### src/rtl/uart_apb_pkg.sv
// Shared definitions for the APB UART: register map, bit indices,
// FSM state encodings and the parity helper.
package uart_apb_pkg;

  localparam logic [2:0] REG_TXDATA = 3'd0;
  localparam logic [2:0] REG_RXDATA = 3'd1;
  localparam logic [2:0] REG_BAUD   = 3'd2;
  localparam logic [2:0] REG_CTRL   = 3'd3;
  localparam logic [2:0] REG_STATUS = 3'd4;
  localparam logic [2:0] REG_IRQEN  = 3'd5;

  localparam int CTRL_BIT8     = 0;
  localparam int CTRL_PAR_EN   = 1;
  localparam int CTRL_ODD      = 2;
  localparam int CTRL_TWO_STOP = 3;
  localparam int CTRL_TX_EN    = 4;
  localparam int CTRL_RX_EN    = 5;

  localparam logic [5:0] CTRL_RESET = 6'h30;

  localparam int ST_TX_EMPTY = 0;
  localparam int ST_TX_FULL  = 1;
  localparam int ST_RX_EMPTY = 2;
  localparam int ST_RX_FULL  = 3;
  localparam int ST_OVF      = 4;
  localparam int ST_TX_BUSY  = 7;
  localparam int ST_TX_LVL   = 8;
  localparam int ST_RX_LVL   = 16;

  localparam int IE_RXNE = 0;
  localparam int IE_TXE  = 1;
  localparam int IE_ERR  = 2;

  typedef enum logic [2:0] {
    TX_IDLE,
    TX_START,
    TX_DATA,
    TX_PARITY,
    TX_STOP1,
    TX_STOP2
  } tx_state_e;

  typedef enum logic [2:0] {
    RX_IDLE,
    RX_START,
    RX_DATA,
    RX_PARITY,
    RX_STOP
  } rx_state_e;

  function automatic logic par_bit(
    input logic [7:0] d,
    input logic       bit8,
    input logic       odd
  );
    logic [7:0] m;
    m = bit8 ? d : {1'b0, d[6:0]};
    return (^m) ^ odd;
  endfunction

endpackage

### src/rtl/uart_apb_if.sv
// APB3 slave bus bundle for the UART register block.
interface uart_apb_if;
  logic [4:0]  PADDR;
  logic        PSEL;
  logic        PENABLE;
  logic        PWRITE;
  logic [31:0] PWDATA;
  logic [31:0] PRDATA;
  logic        PREADY;
  logic        PSLVERR;

  modport master (
    output PADDR, PSEL, PENABLE, PWRITE, PWDATA,
    input  PRDATA, PREADY, PSLVERR
  );

  modport slave (
    input  PADDR, PSEL, PENABLE, PWRITE, PWDATA,
    output PRDATA, PREADY, PSLVERR
  );
endinterface

### src/rtl/uart_sync_fifo.sv
// Single-clock FIFO with occupancy level; used for both UART directions.
module uart_sync_fifo #(
  parameter int WIDTH = 8,
  parameter int DEPTH = 16
) (
  input  logic                     PCLK,
  input  logic                     aresetn,
  input  logic                     push,
  input  logic [WIDTH-1:0]         wdata,
  input  logic                     pop,
  output logic [WIDTH-1:0]         rdata,
  output logic                     full,
  output logic                     empty,
  output logic [$clog2(DEPTH):0]   level
);
  localparam int AW = $clog2(DEPTH);
  localparam int LW = AW + 1;

  logic [WIDTH-1:0] mem [DEPTH];
  logic [AW-1:0]    wptr, rptr;
  logic             do_push, do_pop;

  assign full    = (level == LW'(DEPTH));
  assign empty   = (level == '0);
  assign do_push = push & ~full;
  assign do_pop  = pop & ~empty;
  assign rdata   = mem[rptr];

  always_ff @(posedge PCLK) begin
    if (do_push) mem[wptr] <= wdata;
  end

  always_ff @(posedge PCLK or negedge aresetn) begin
    if (!aresetn) begin
      wptr  <= '0;
      rptr  <= '0;
      level <= '0;
    end else begin
      if (do_push) wptr <= wptr + AW'(1);
      if (do_pop)  rptr <= rptr + AW'(1);
      unique case ({do_push, do_pop})
        2'b10:   level <= level + LW'(1);
        2'b01:   level <= level - LW'(1);
        default: level <= level;
      endcase
    end
  end

endmodule

### src/rtl/uart_apb_fifo.sv
// APB3 UART with TX/RX FIFOs, programmable baud divisor, optional
// parity and second stop bit, sticky error flags and level IRQ.
module uart_apb_fifo
  import uart_apb_pkg::*;
#(
  parameter int FIFO_DEPTH  = 16,
  parameter int BAUD_W      = 16,
  parameter int BAUD_RESET  = 0,
  parameter int SYNC_STAGES = 2
) (
  input  logic      PCLK,
  input  logic      aresetn,
  uart_apb_if.slave apb,
  input  logic      RX,
  output logic      TX,
  output logic      IRQ
);
  localparam int LW = $clog2(FIFO_DEPTH) + 1;

  logic       access, wr, rd;
  logic [2:0] sel;
  logic       is_tx, is_rx, is_baud, is_ctrl, is_st, is_ie;
  logic       unused;

  assign access  = apb.PSEL & apb.PENABLE;
  assign wr      = access & apb.PWRITE;
  assign rd      = access & ~apb.PWRITE;
  assign sel     = apb.PADDR[4:2];
  assign is_tx   = (sel == REG_TXDATA);
  assign is_rx   = (sel == REG_RXDATA);
  assign is_baud = (sel == REG_BAUD);
  assign is_ctrl = (sel == REG_CTRL);
  assign is_st   = (sel == REG_STATUS);
  assign is_ie   = (sel == REG_IRQEN);
  assign unused  = ^{apb.PADDR[1:0], apb.PWDATA[31:8]};

  assign apb.PREADY  = 1'b1;
  assign apb.PSLVERR = access & (sel[2] & sel[1]);

  logic [BAUD_W-1:0] baud, bcnt;
  logic [5:0]        ctrl;
  logic [2:0]        irq_en;
  logic [2:0]        sticky, sticky_set, sticky_clr;
  logic              tick;
  logic [2:0]        last_bit;

  assign tick     = (bcnt == '0);
  assign last_bit = ctrl[CTRL_BIT8] ? 3'd7 : 3'd6;

  // A BAUD write restarts the divisor so the new rate applies at once.
  always_ff @(posedge PCLK or negedge aresetn) begin
    if (!aresetn) begin
      baud <= BAUD_W'(BAUD_RESET);
      bcnt <= BAUD_W'(BAUD_RESET);
    end else if (wr && is_baud) begin
      baud <= apb.PWDATA[BAUD_W-1:0];
      bcnt <= apb.PWDATA[BAUD_W-1:0];
    end else if (tick) begin
      bcnt <= baud;
    end else begin
      bcnt <= bcnt - BAUD_W'(1);
    end
  end

  logic          tx_push, tx_pop, tx_full, tx_empty;
  logic [7:0]    tx_head;
  logic [LW-1:0] tx_level;
  logic          rx_push, rx_pop, rx_full, rx_empty;
  logic [7:0]    rx_head;
  logic [LW-1:0] rx_level;

  assign tx_push = wr & is_tx & ~tx_full;
  assign rx_pop  = rd & is_rx & ~rx_empty;

  uart_sync_fifo #(.WIDTH(8), .DEPTH(FIFO_DEPTH)) u_tx_fifo (
    .PCLK    (PCLK),
    .aresetn (aresetn),
    .push    (tx_push),
    .wdata   (apb.PWDATA[7:0]),
    .pop     (tx_pop),
    .rdata   (tx_head),
    .full    (tx_full),
    .empty   (tx_empty),
    .level   (tx_level)
  );

  // ---------------- TX FSM ----------------
  tx_state_e  tx_st, tx_nx;
  logic [3:0] tx_tk;
  logic [2:0] tx_bi;
  logic [7:0] tx_sh;
  logic       tx_par, tx_go, tx_end, tx_busy;

  assign tx_go  = (tx_st == TX_IDLE) & tick &
                  ctrl[CTRL_TX_EN] & ~tx_empty;
  assign tx_end = tick & (tx_tk == 4'd15);

  always_ff @(posedge PCLK or negedge aresetn) begin
    if (!aresetn) tx_st <= TX_IDLE;
    else          tx_st <= tx_nx;
  end

  always_comb begin
    tx_nx = tx_st;
    unique case (tx_st)
      TX_IDLE:   if (tx_go) tx_nx = TX_START;
      TX_START:  if (tx_end) tx_nx = TX_DATA;
      TX_DATA:
        if (tx_end && tx_bi == last_bit)
          tx_nx = ctrl[CTRL_PAR_EN] ? TX_PARITY : TX_STOP1;
      TX_PARITY: if (tx_end) tx_nx = TX_STOP1;
      TX_STOP1:
        if (tx_end)
          tx_nx = ctrl[CTRL_TWO_STOP] ? TX_STOP2 : TX_IDLE;
      TX_STOP2:  if (tx_end) tx_nx = TX_IDLE;
      default:   tx_nx = TX_IDLE;
    endcase
  end

  always_comb begin
    TX      = 1'b1;
    tx_pop  = tx_go;
    tx_busy = (tx_st != TX_IDLE);
    unique case (tx_st)
      TX_START:  TX = 1'b0;
      TX_DATA:   TX = tx_sh[0];
      TX_PARITY: TX = tx_par;
      default:   TX = 1'b1;
    endcase
  end

  always_ff @(posedge PCLK or negedge aresetn) begin
    if (!aresetn) begin
      tx_tk  <= '0;
      tx_bi  <= '0;
      tx_sh  <= '0;
      tx_par <= 1'b0;
    end else if (tx_go) begin
      tx_tk  <= '0;
      tx_bi  <= '0;
      tx_sh  <= tx_head;
      tx_par <= par_bit(tx_head, ctrl[CTRL_BIT8], ctrl[CTRL_ODD]);
    end else if (tick && tx_st != TX_IDLE) begin
      tx_tk <= tx_tk + 4'd1;
      if (tx_end && tx_st == TX_DATA) begin
        tx_sh <= tx_sh >> 1;
        tx_bi <= tx_bi + 3'd1;
      end
    end
  end

  // ---------------- RX FSM ----------------
  logic [SYNC_STAGES-1:0] rx_sync;
  logic                   rx_s, rx_prev;

  always_ff @(posedge PCLK or negedge aresetn) begin
    if (!aresetn) begin
      rx_sync <= '1;
      rx_prev <= 1'b1;
    end else begin
      rx_sync <= {rx_sync[SYNC_STAGES-2:0], RX};
      rx_prev <= rx_s;
    end
  end

  assign rx_s = rx_sync[SYNC_STAGES-1];

  rx_state_e  rx_st, rx_nx;
  logic [3:0] rx_tk;
  logic [2:0] rx_bi;
  logic [7:0] rx_sh;
  logic       rx_go, rx_mid, rx_end, rx_stop_mid;

  assign rx_go  = (rx_st == RX_IDLE) & ctrl[CTRL_RX_EN] &
                  rx_prev & ~rx_s;
  assign rx_mid = tick & (rx_tk == 4'd7);
  assign rx_end = tick & (rx_tk == 4'd15);

  always_ff @(posedge PCLK or negedge aresetn) begin
    if (!aresetn) rx_st <= RX_IDLE;
    else          rx_st <= rx_nx;
  end

  always_comb begin
    rx_nx = rx_st;
    unique case (rx_st)
      RX_IDLE:   if (rx_go) rx_nx = RX_START;
      RX_START:
        if (rx_mid && rx_s) rx_nx = RX_IDLE;
        else if (rx_end)    rx_nx = RX_DATA;
      RX_DATA:
        if (rx_end && rx_bi == last_bit)
          rx_nx = ctrl[CTRL_PAR_EN] ? RX_PARITY : RX_STOP;
      RX_PARITY: if (rx_end) rx_nx = RX_STOP;
      RX_STOP:   if (rx_mid) rx_nx = RX_IDLE;
      default:   rx_nx = RX_IDLE;
    endcase
  end

  // The frame is committed at mid-stop; a full FIFO drops it.
  always_comb begin
    rx_stop_mid   = (rx_st == RX_STOP) & rx_mid;
    rx_push       = rx_stop_mid & ~rx_full;
    sticky_set    = '0;
    sticky_set[0] = rx_stop_mid & rx_full;
    sticky_set[1] = (rx_st == RX_PARITY) & rx_mid &
                    (par_bit(rx_sh, ctrl[CTRL_BIT8],
                             ctrl[CTRL_ODD]) != rx_s);
    sticky_set[2] = rx_stop_mid & ~rx_s;
  end

  always_ff @(posedge PCLK or negedge aresetn) begin
    if (!aresetn) begin
      rx_tk <= '0;
      rx_bi <= '0;
      rx_sh <= '0;
    end else if (rx_go) begin
      rx_tk <= '0;
      rx_bi <= '0;
      rx_sh <= '0;
    end else if (tick && rx_st != RX_IDLE) begin
      rx_tk <= rx_tk + 4'd1;
      if (rx_mid && rx_st == RX_DATA) rx_sh[rx_bi] <= rx_s;
      if (rx_end && rx_st == RX_DATA) rx_bi <= rx_bi + 3'd1;
    end
  end

  uart_sync_fifo #(.WIDTH(8), .DEPTH(FIFO_DEPTH)) u_rx_fifo (
    .PCLK    (PCLK),
    .aresetn (aresetn),
    .push    (rx_push),
    .wdata   (rx_sh),
    .pop     (rx_pop),
    .rdata   (rx_head),
    .full    (rx_full),
    .empty   (rx_empty),
    .level   (rx_level)
  );

  // ---------------- registers ----------------
  assign sticky_clr = (wr && is_st) ? apb.PWDATA[ST_OVF +: 3] : '0;

  always_ff @(posedge PCLK or negedge aresetn) begin
    if (!aresetn) begin
      ctrl   <= CTRL_RESET;
      irq_en <= '0;
      sticky <= '0;
      IRQ    <= 1'b0;
    end else begin
      if (wr && is_ctrl) ctrl   <= apb.PWDATA[5:0];
      if (wr && is_ie)   irq_en <= apb.PWDATA[2:0];
      sticky <= (sticky & ~sticky_clr) | sticky_set;
      IRQ    <= (irq_en[IE_ERR]  & |sticky)  |
                (irq_en[IE_TXE]  & tx_empty) |
                (irq_en[IE_RXNE] & ~rx_empty);
    end
  end

  logic [31:0] status;

  always_comb begin
    status                  = '0;
    status[ST_TX_EMPTY]     = tx_empty;
    status[ST_TX_FULL]      = tx_full;
    status[ST_RX_EMPTY]     = rx_empty;
    status[ST_RX_FULL]      = rx_full;
    status[ST_OVF +: 3]     = sticky;
    status[ST_TX_BUSY]      = tx_busy;
    status[ST_TX_LVL +: 8]  = 8'(tx_level);
    status[ST_RX_LVL +: 8]  = 8'(rx_level);
  end

  always_comb begin
    apb.PRDATA = '0;
    if (access) begin
      unique case (1'b1)
        is_rx:   apb.PRDATA = rx_empty ? '0 : {24'b0, rx_head};
        is_baud: apb.PRDATA = 32'(baud);
        is_ctrl: apb.PRDATA = 32'(ctrl);
        is_st:   apb.PRDATA = status;
        is_ie:   apb.PRDATA = 32'(irq_en);
        default: apb.PRDATA = '0;
      endcase
    end
  end

endmodule

### src/flat_wrapper.sv
// flat-port wrapper written by rule: the top's interface ports become plain ports
module uart_apb_fifo_flat import uart_apb_pkg::*;
#(
  parameter int FIFO_DEPTH  = 16,
  parameter int BAUD_W      = 16,
  parameter int BAUD_RESET  = 0,
  parameter int SYNC_STAGES = 2
)
  (PCLK, aresetn, RX, TX, IRQ, apb_PADDR, apb_PSEL, apb_PENABLE, apb_PWRITE, apb_PWDATA, apb_PRDATA, apb_PREADY, apb_PSLVERR);
  uart_apb_if apb_i ();
  input  logic PCLK;
  input  logic aresetn;
  input  logic RX;
  output logic TX;
  output logic IRQ;
  input wire logic [$bits(apb_i.PADDR)-1:0] apb_PADDR;
  input wire logic [$bits(apb_i.PSEL)-1:0] apb_PSEL;
  input wire logic [$bits(apb_i.PENABLE)-1:0] apb_PENABLE;
  input wire logic [$bits(apb_i.PWRITE)-1:0] apb_PWRITE;
  input wire logic [$bits(apb_i.PWDATA)-1:0] apb_PWDATA;
  output wire logic [$bits(apb_i.PRDATA)-1:0] apb_PRDATA;
  output wire logic [$bits(apb_i.PREADY)-1:0] apb_PREADY;
  output wire logic [$bits(apb_i.PSLVERR)-1:0] apb_PSLVERR;
  assign apb_i.PADDR = apb_PADDR;
  assign apb_i.PSEL = apb_PSEL;
  assign apb_i.PENABLE = apb_PENABLE;
  assign apb_i.PWRITE = apb_PWRITE;
  assign apb_i.PWDATA = apb_PWDATA;
  assign apb_PRDATA = apb_i.PRDATA;
  assign apb_PREADY = apb_i.PREADY;
  assign apb_PSLVERR = apb_i.PSLVERR;
  uart_apb_fifo #(.FIFO_DEPTH(FIFO_DEPTH), .BAUD_W(BAUD_W), .BAUD_RESET(BAUD_RESET), .SYNC_STAGES(SYNC_STAGES)) u_core (.PCLK(PCLK), .aresetn(aresetn), .apb(apb_i), .RX(RX), .TX(TX), .IRQ(IRQ));
endmodule
### config.mk
export PLATFORM = sky130hd
export DESIGN_NAME = uart_apb_fifo_flat
export DESIGN_NICKNAME = d
export VERILOG_FILES = /design/src/rtl/uart_apb_pkg.sv /design/src/rtl/uart_apb_if.sv /design/src/rtl/uart_sync_fifo.sv /design/src/rtl/uart_apb_fifo.sv /design/src/flat_wrapper.sv
export SDC_FILE = /design/constraint.sdc
export NUM_CORES = 1
export LEC_CHECK = 0
export ABC_AREA = 1
export ABC_CLOCK_PERIOD_IN_PS = 3800
export CORE_MARGIN = 1
export CORE_UTILIZATION = 45
export CTS_CLUSTER_SIZE = 30
export DETAILED_ROUTE_END_ITERATION = 10
export MAX_ROUTING_LAYER = met4
export PLACE_DENSITY = 0.72
export SETUP_SLACK_MARGIN = 0.2
export SLEW_MARGIN = 10
export SYNTH_ARGS = -nofsm -noshare
export SYNTH_HDL_FRONTEND = slang
export SYNTH_SLANG_ARGS = --single-unit
### constraint.sdc
create_clock -name PCLK -period 3.8 [get_ports PCLK]
set_input_delay 0.57 -clock PCLK [delete_from_list [all_inputs] [get_ports PCLK]]
set_output_delay 0.57 -clock PCLK [all_outputs]
set_load 0.005 [all_outputs]
Word-level counts from Yosys, hierarchy flattened

Memory sizes are Yosys's and may differ from the RTL's.
Index checks and enable logic that the tools add are counted.

Muxes and demuxes: 51
Eq/ne operators: 37
Reductions and logical operators: 36
Bitwise operators: 44
Add/sub/neg operators: 13
Order comparisons: 2

Operators by type and width:

| operator              | number |
|---|---|
| $pmux 21 s5           | 1 |
| $mux 8                | 9 |
| $mux 3                | 21 |
| $mux 16               | 2 |
| $and 1x1->1           | 31 |
| $add 4x1->4 const B   | 6 |
| $mux 21               | 1 |
| $pmux 5 s2            | 2 |
| $eq 3x2->1 const B    | 6 |
| $ne 2x1->1 const B    | 9 |
| $pmux 3 s6            | 1 |
| $logic_not 16->1      | 1 |
| $mux 4                | 4 |
| $reduce_xor 8->1      | 2 |
| $sub 16x1->16 const B | 1 |
| $eq 3x3->1 const B    | 5 |
| $pmux 3 s5            | 1 |
| $reduce_bool 2->1     | 7 |
| $logic_and 1x1->1     | 13 |
| $add 5x1->5 const B   | 2 |
| $eq 5x5->1 const B    | 2 |
| $logic_not 5->1       | 2 |
| $sub 5x1->5 const B   | 2 |
| $eq 3x1->1 const B    | 3 |
| other kinds (27)      | 49 |

Bits in registers: 111
Output and inout port bits: 36
Memories: 2
Word-level logic and storage cells: 208
Bits of input ports: 43
Bits in writable memories: 256

Memory list:

| memory               | depth | width | rd ports | clocked after Yosys merged registers in | wr ports | RTL line             | RTL |
|---|---|---|---|---|---|---|---|
| u_core.u_rx_fifo.mem | 16    | 8     | 1        | 0                                       | 1        | uart_sync_fifo.sv:19 | `logic [WIDTH-1:0] mem [DEPTH];` |
| u_core.u_tx_fifo.mem | 16    | 8     | 1        | 0                                       | 1        | uart_sync_fifo.sv:19 |  |

Longest topological paths before layout

Gate-level depths: netlist (run 1).

Depth after elaboration: 8
Mapped depth: 20

Modules after synthesis

A second synthesis (run 1) with hierarchy kept.

Cell total of the unflattened synthesis: 1,952
Area total of the unflattened synthesis: 17,718.2 um2

Modules (own cells, without submodules):

| module                             | cells an instance | times used | area each (um2) |
|---|---|---|---|
| uart_sync_fifo at u_core.u_tx_fifo | 621               | 1          | 6,236.0 |
| uart_sync_fifo at u_core.u_rx_fifo | 621               | 1          | 6,231.0 |
| uart_apb_fifo                      | 710               | 1          | 5,251.3 |

Worst setup path before layout (run 1)

No wires, ideal clock.

Path type: register -> register
Start: reg u_core.bcnt[0]
End: reg u_core.u_rx_fifo.level[4]
Buffers on the path: 0
Setup time: 128 ps
Slack: 739 ps
Arrival: 2,933 ps
Cell stages (with the launch flop): 19
Path through: dfrtp_1 inv_1 ha_1 nand3_2 nor2_4 nand4_4 nor2_4 nand2_4 nor3_2 nand2_1 nor2_4 inv_1 ha_1 fa_1 a21oi_1 nor2_1 o31ai_1 a21oi_1 xor2_1

Cells in the longest elaborated chain, start to end: 7
Elaborated cells on any way between the ends: 9

Ends and longest elaborated chain:

| what                                            | RTL line             | RTL |
|---|---|---|
| start, declared                                 | uart_apb_fifo.sv:40  | `logic [BAUD_W-1:0] baud, bcnt;` |
| start signal, assigned                          | uart_apb_fifo.sv:54  | `bcnt <= BAUD_W'(BAUD_RESET);` |
| start signal, assigned                          | uart_apb_fifo.sv:57  | `bcnt <= apb.PWDATA[BAUD_W-1:0];` |
| start signal, assigned                          | uart_apb_fifo.sv:59  | `bcnt <= baud;` |
| $logic_not 16->1 (*)                            | uart_apb_fifo.sv:47  | `assign tick = (bcnt == '0);` |
| $and 1x1->1 (*)                                 | uart_apb_fifo.sv:176 | `assign rx_mid = tick & (rx_tk == 4'd7);` |
| $and 1x1->1 (*)                                 | uart_apb_fifo.sv:202 | `rx_stop_mid = (rx_st == RX_STOP) & rx_mid;` |
| $and 1x1->1 (*)                                 | uart_apb_fifo.sv:203 | `rx_push = rx_stop_mid & ~rx_full;` |
| $and 1x1->1 (*)                                 | uart_sync_fifo.sv:25 | `assign do_push = push & ~full;` |
| $eq 2x1->1 or $eq 2x2->1 (tied branches)        | uart_sync_fifo.sv:41 | `unique case ({do_push, do_pop})` |
| $pmux 5 s2 or $reduce_bool 2->1 (tied branches) | n/a                  |  |
| end signal, assigned                            | uart_sync_fifo.sv:42 | `2'b10: level <= level + LW'(1);` |
| end signal, assigned                            | uart_sync_fifo.sv:43 | `2'b01: level <= level - LW'(1);` |
| end signal, assigned                            | uart_sync_fifo.sv:44 | `default: level <= level;` |
| end, declared                                   | uart_sync_fifo.sv:14 | `output logic [$clog2(DEPTH):0] level` |

Every way passes the cells marked *; elsewhere a longest branch is shown, timed or not.
A chain may end at the register's enable or synchronous reset.

Worst setup path after layout (run 1)

Start: reg u_core.u_rx_fifo.rptr[0]
End: out apb_PRDATA[5]

Cells in the longest elaborated chain, start to end: 4

Ends and longest elaborated chain:

| what                   | RTL line             | RTL |
|---|---|---|
| start, declared        | uart_sync_fifo.sv:20 | `logic [AW-1:0] wptr, rptr;` |
| start signal, assigned | uart_sync_fifo.sv:40 | `if (do_pop) rptr <= rptr + AW'(1);` |
| $mem_v2 16x8           | n/a                  |  |
| $mux 8                 | uart_apb_fifo.sv:277 | `is_rx: apb.PRDATA = rx_empty ? '0 : {24'b0, rx_head};` |
| $pmux 21 s5            | uart_apb_fifo.sv:276 | `unique case (1'b1)` |
| $mux 21                | uart_apb_fifo.sv:275 | `if (access) begin` |
| end, declared          | flat_wrapper.sv:21   | `output wire logic [$bits(apb_i.PRDATA)-1:0] apb_PRDATA;` |

No other way between the ends.

==> flow_summary_export.csv, run 1 <==
group,metric,value,unit
finish,multi_input_area,5440,um^2
cts,htree_num_levels,2,
timing,finalHoldViolCount,0,
floorplanning,rows,70,
finish,antenna_cells,0,
floorplanning,fp.dieH,195,um
floorplanning,die_w,195,um
global_routing,overflow,0,
cts,path_clk_slew,70,ps
setup_path,path_delay_family,"buffers and inverters",
setup_path,cp_slowest_stage_delay,530,ps
routing,antenna_left,0,
status,status,"completed",
yosys,synth_area_leaders,"edfxtp_1 (46%), dfrtp_1 (16%), nand2_1 (8.9%)",
finish,area_growth,14.9,%
power,total_power,10.4,mW
yosys,synthCells,1654,
worst_hold_path,hold_class,"in2async",
power,vdd_drop_max,0.000523,V
timing,fmax,288,MHz
setup_path,critical_path_required,3230,ps
setup_path,critPathBufInv,2,
yosys,synth_top_area_share,46.0,%
timing,rsz0062_at_grt,"yes",
global_routing,grt_start_max_net_pins,75,
run,max-cap-violations,0,
setup_path,cp_data_arrival_time,2900,ps
setup_path,setup.worst_path.class,"reg2out",
yosys,ys_ff_latch,367,
place,gp_congestion,0.910,
finish,nFillCells,3137,
global_routing,grt_pass1_vias,11800,
place,place_ws,273,ps
yosys,synth_warnings,0,
yosys,ys_seq_area_share,62.7,%
timing,worstMarginPinSlew,995,ps
cts,cts_root_buf,"clkbuf_16",
setup_path,path_cells,"buf_4 > o21ai_0 > o221ai_1 > o21ai_0 > nand2_1 > nand3_1 > a41oi_2 > clkdlybuf4s50_1",
place,hpwlAfterDp,25000,um
finish,final_util,52.4,%
yosys,avgSynthCellArea,10.1,um^2
finish,finalNetCount,1795,
timing,relSlewSlack,33.5,%
routing,via_count,12100,
setup_path,worstSetupStartpointType,"flip-flop",
finish,drive_gt1_share,8.82,%
timing,fin_setup_tns,0,ps
routing,avgViaCountPerCell,5.45,
cts,worst_skew_pair.late_latency,550,ps
power,powerDensity,544,nW/um^2
routing,drtPass1Iterations,5,
cts,cts.sinks,367,
floorplanning,core_area,36600,um^2
routing,routed_wl,38800,um
global_routing,grtUsageTotal,21.3,%
global_routing,grt_pass1_wl,62000,um
setup_path,crit_fanout,30,
place,io_buffer_count,48,
global_routing,antenna_found_initial,0,
yosys,ys.flop_type,"edfxtp_1",
timing,period_share,91.3,%
cts,cts_tree,"yes",
timing,min_period,3470,ps
timing,maxSlewViolCount,0,
power,power.leakage,7.34,nW
cts,cts_hold_buf,0,
timing,fin_ws,332,ps
yosys,yosys.cell_types.count,53,
yosys,synth_top_area_cell,"edfxtp_1",
cts,numCtsBuffers,38,
routing,first_iter_violations,1130,
floorplanning,io_pins,79,
floorplanning,dieArea,37900,um^2
yosys,synthArstFlopShare,30.2,%
timing,skew,29.4,ps
yosys,ys_top_cells_by_count,"nand2_1 (396), edfxtp_1 (256), nor2_1 (192), o21ai_0 (159), inv_1 (129)",
yosys,yosysMostFrequentCell,"nand2_1",
setup_path,crit_slowest_cell,"clkdlybuf4s50_1",
finish,regArea,10500,um^2
routing,drcViolationCount,0,
timing,setup_viol,0,
cts,clockBufferDepth,3,
yosys,netlist_area,16700,um^2
finish,final_cells,2225,
floorplanning,start_util,45.6,%
setup_path,crit_path_end_kind,"output port",
routing,wire_per_inst,17.4,um
place,placedCellCount,2148,
setup_path,crit_path_frequent_cell,"o21ai_0",
yosys,synth_edf_count,256,
==> flip-flops by register name, summed over array words and instances, names as in the netlist, 4 cells and up <==
| signal | flops |
|---|---|
| u_core.rx_tk | 4 |
| u_core.u_tx_fifo.level | 5 |
| u_core.rx_sh | 8 |
| u_core.u_rx_fifo.mem | 128 |
| u_core.u_tx_fifo.wptr | 4 |
| u_core.u_rx_fifo.wptr | 4 |
| u_core.u_tx_fifo.mem | 128 |
| u_core.tx_sh | 8 |
| u_core.baud | 16 |
| u_core.u_tx_fifo.rptr | 4 |
| u_core.ctrl | 6 |
| u_core.u_rx_fifo.level | 5 |
| u_core.u_rx_fifo.rptr | 4 |
| u_core.tx_tk | 4 |
| u_core.bcnt | 16 |
==> final timing paths <==
| kind | from | endpoint | slack, ps | depth (start not counted) |
|---|---|---|---|---|
| max in group asynchronous | aresetn | u_core.tx_sh[1]$_DFFE_PN0P_ | 2910 | 2 |
| worst max register to register | u_core.bcnt[0]$_DFF_PN0_ | u_core.u_rx_fifo.level[4]$_DFFE_PN0P_ | 430 | 19 |
| worst max-delay path | u_core.u_rx_fifo.rptr[0]$_DFFE_PN0P_ | apb_PRDATA[5] | 330 | 8 |
| worst min register to register | u_core.rx_sync[0]$_DFF_PN1_ | u_core.rx_sync[1]$_DFF_PN1_ | 370 | 0 |
| worst min-delay path | aresetn | u_core.u_rx_fifo.level[4]$_DFFE_PN0P_ | 80 | 1 |
| min in group PCLK | u_core.rx_sync[0]$_DFF_PN1_ | u_core.rx_sync[1]$_DFF_PN1_ | 370 | 0 |
==> placed cells by master (no fill, tap or decap), types with 7 or more instances in the layout <==
cell type,count
o22ai_1,9
nand3_1,79
clkbuf_16,39
nor2_1,192
ha_1,21
clkdlybuf4s50_1,47
a21oi_1,46
dfrtp_1,103
nand4_1,8
buf_4,46
conb_1,12
xnor2_1,12
o221ai_1,26
mux2i_1,7
o21ai_0,158
inv_1,128
nand2_1,396
xor2_1,25
nor3_1,31
mux2_2,7
edfxtp_1,256
==> metrics by stage <==
stage,instance area [um^2],hold WS (ps)
after CTS,19100,84.8
final,19200,75.4
after global routing,19200,114
after floorplan,16700,274
after detailed placement,17800,361
after global placement,17800,361
==> worst register-to-register path, delay by kind of cell (launching register included) <==
family,cells,cell delay (ps)
flops,1,360
compound gates,2,310
xor+xnor,1,160
fa+ha+maj,3,940
simple gates,10,1310
buf+inv,3,210
==> power by group <==
group	switching (mW)	internal, mW
combinational	1.10	0.597
clock	1.59	2.35
sequential	0.272	4.54
==> metal layers <==
metal,vias up,global-route usage (%),wire [um]
met4,0,8.41,1370
li1,5766,-,-
met1,5821,27.8,16500
met5,-,-,0
met2,462,33.8,18400
met3,85,2.93,2530
==> cells by family (layout without fill, tap and decap cells) <==
logic type | after synthesis | after routing | synth area share (%)
other | 2 | 12 | 0.0449
AND/OR/NAND/NOR | 726 | 726 | 17.9
buffers and inverters | 208 | 301 | 5.20
multiplexers | 14 | 14 | 0.891
AO/OA/AOI/OAI | 275 | 275 | 9.39
flip-flops | 367 | 367 | 62.7
adder cells (fa/ha/maj) | 25 | 25 | 1.96
XOR/XNOR | 37 | 37 | 1.94
==> cell type report <==
type / instances / share of cell area, %
Multi-Input combinational cell: 1089 / 28.3
Sequential cell: 367 / 54.6
Clock inverter: 21 / 1.41
Clock buffer: 49 / 5.54
Tap cell: 468 / 3.05
Inverter: 136 / 2.68
Timing Repair Buffer: 95 / 4.41
==> what timing repair did <==
action / CTS / global route
setup buffers: 0 / 7
pin swaps: 0 / 3
gates resized for setup: 4 / 6
endpoints found under the setup margin: 7 / 7
Power figures use the tool's default switching activity.
==> inputs of run 2 (changes only) <==
SLEW_MARGIN = 20   (was 10)
==> results of run 2 <==
Same layout as run 1: the final DEF is identical, and so are final timing and power.
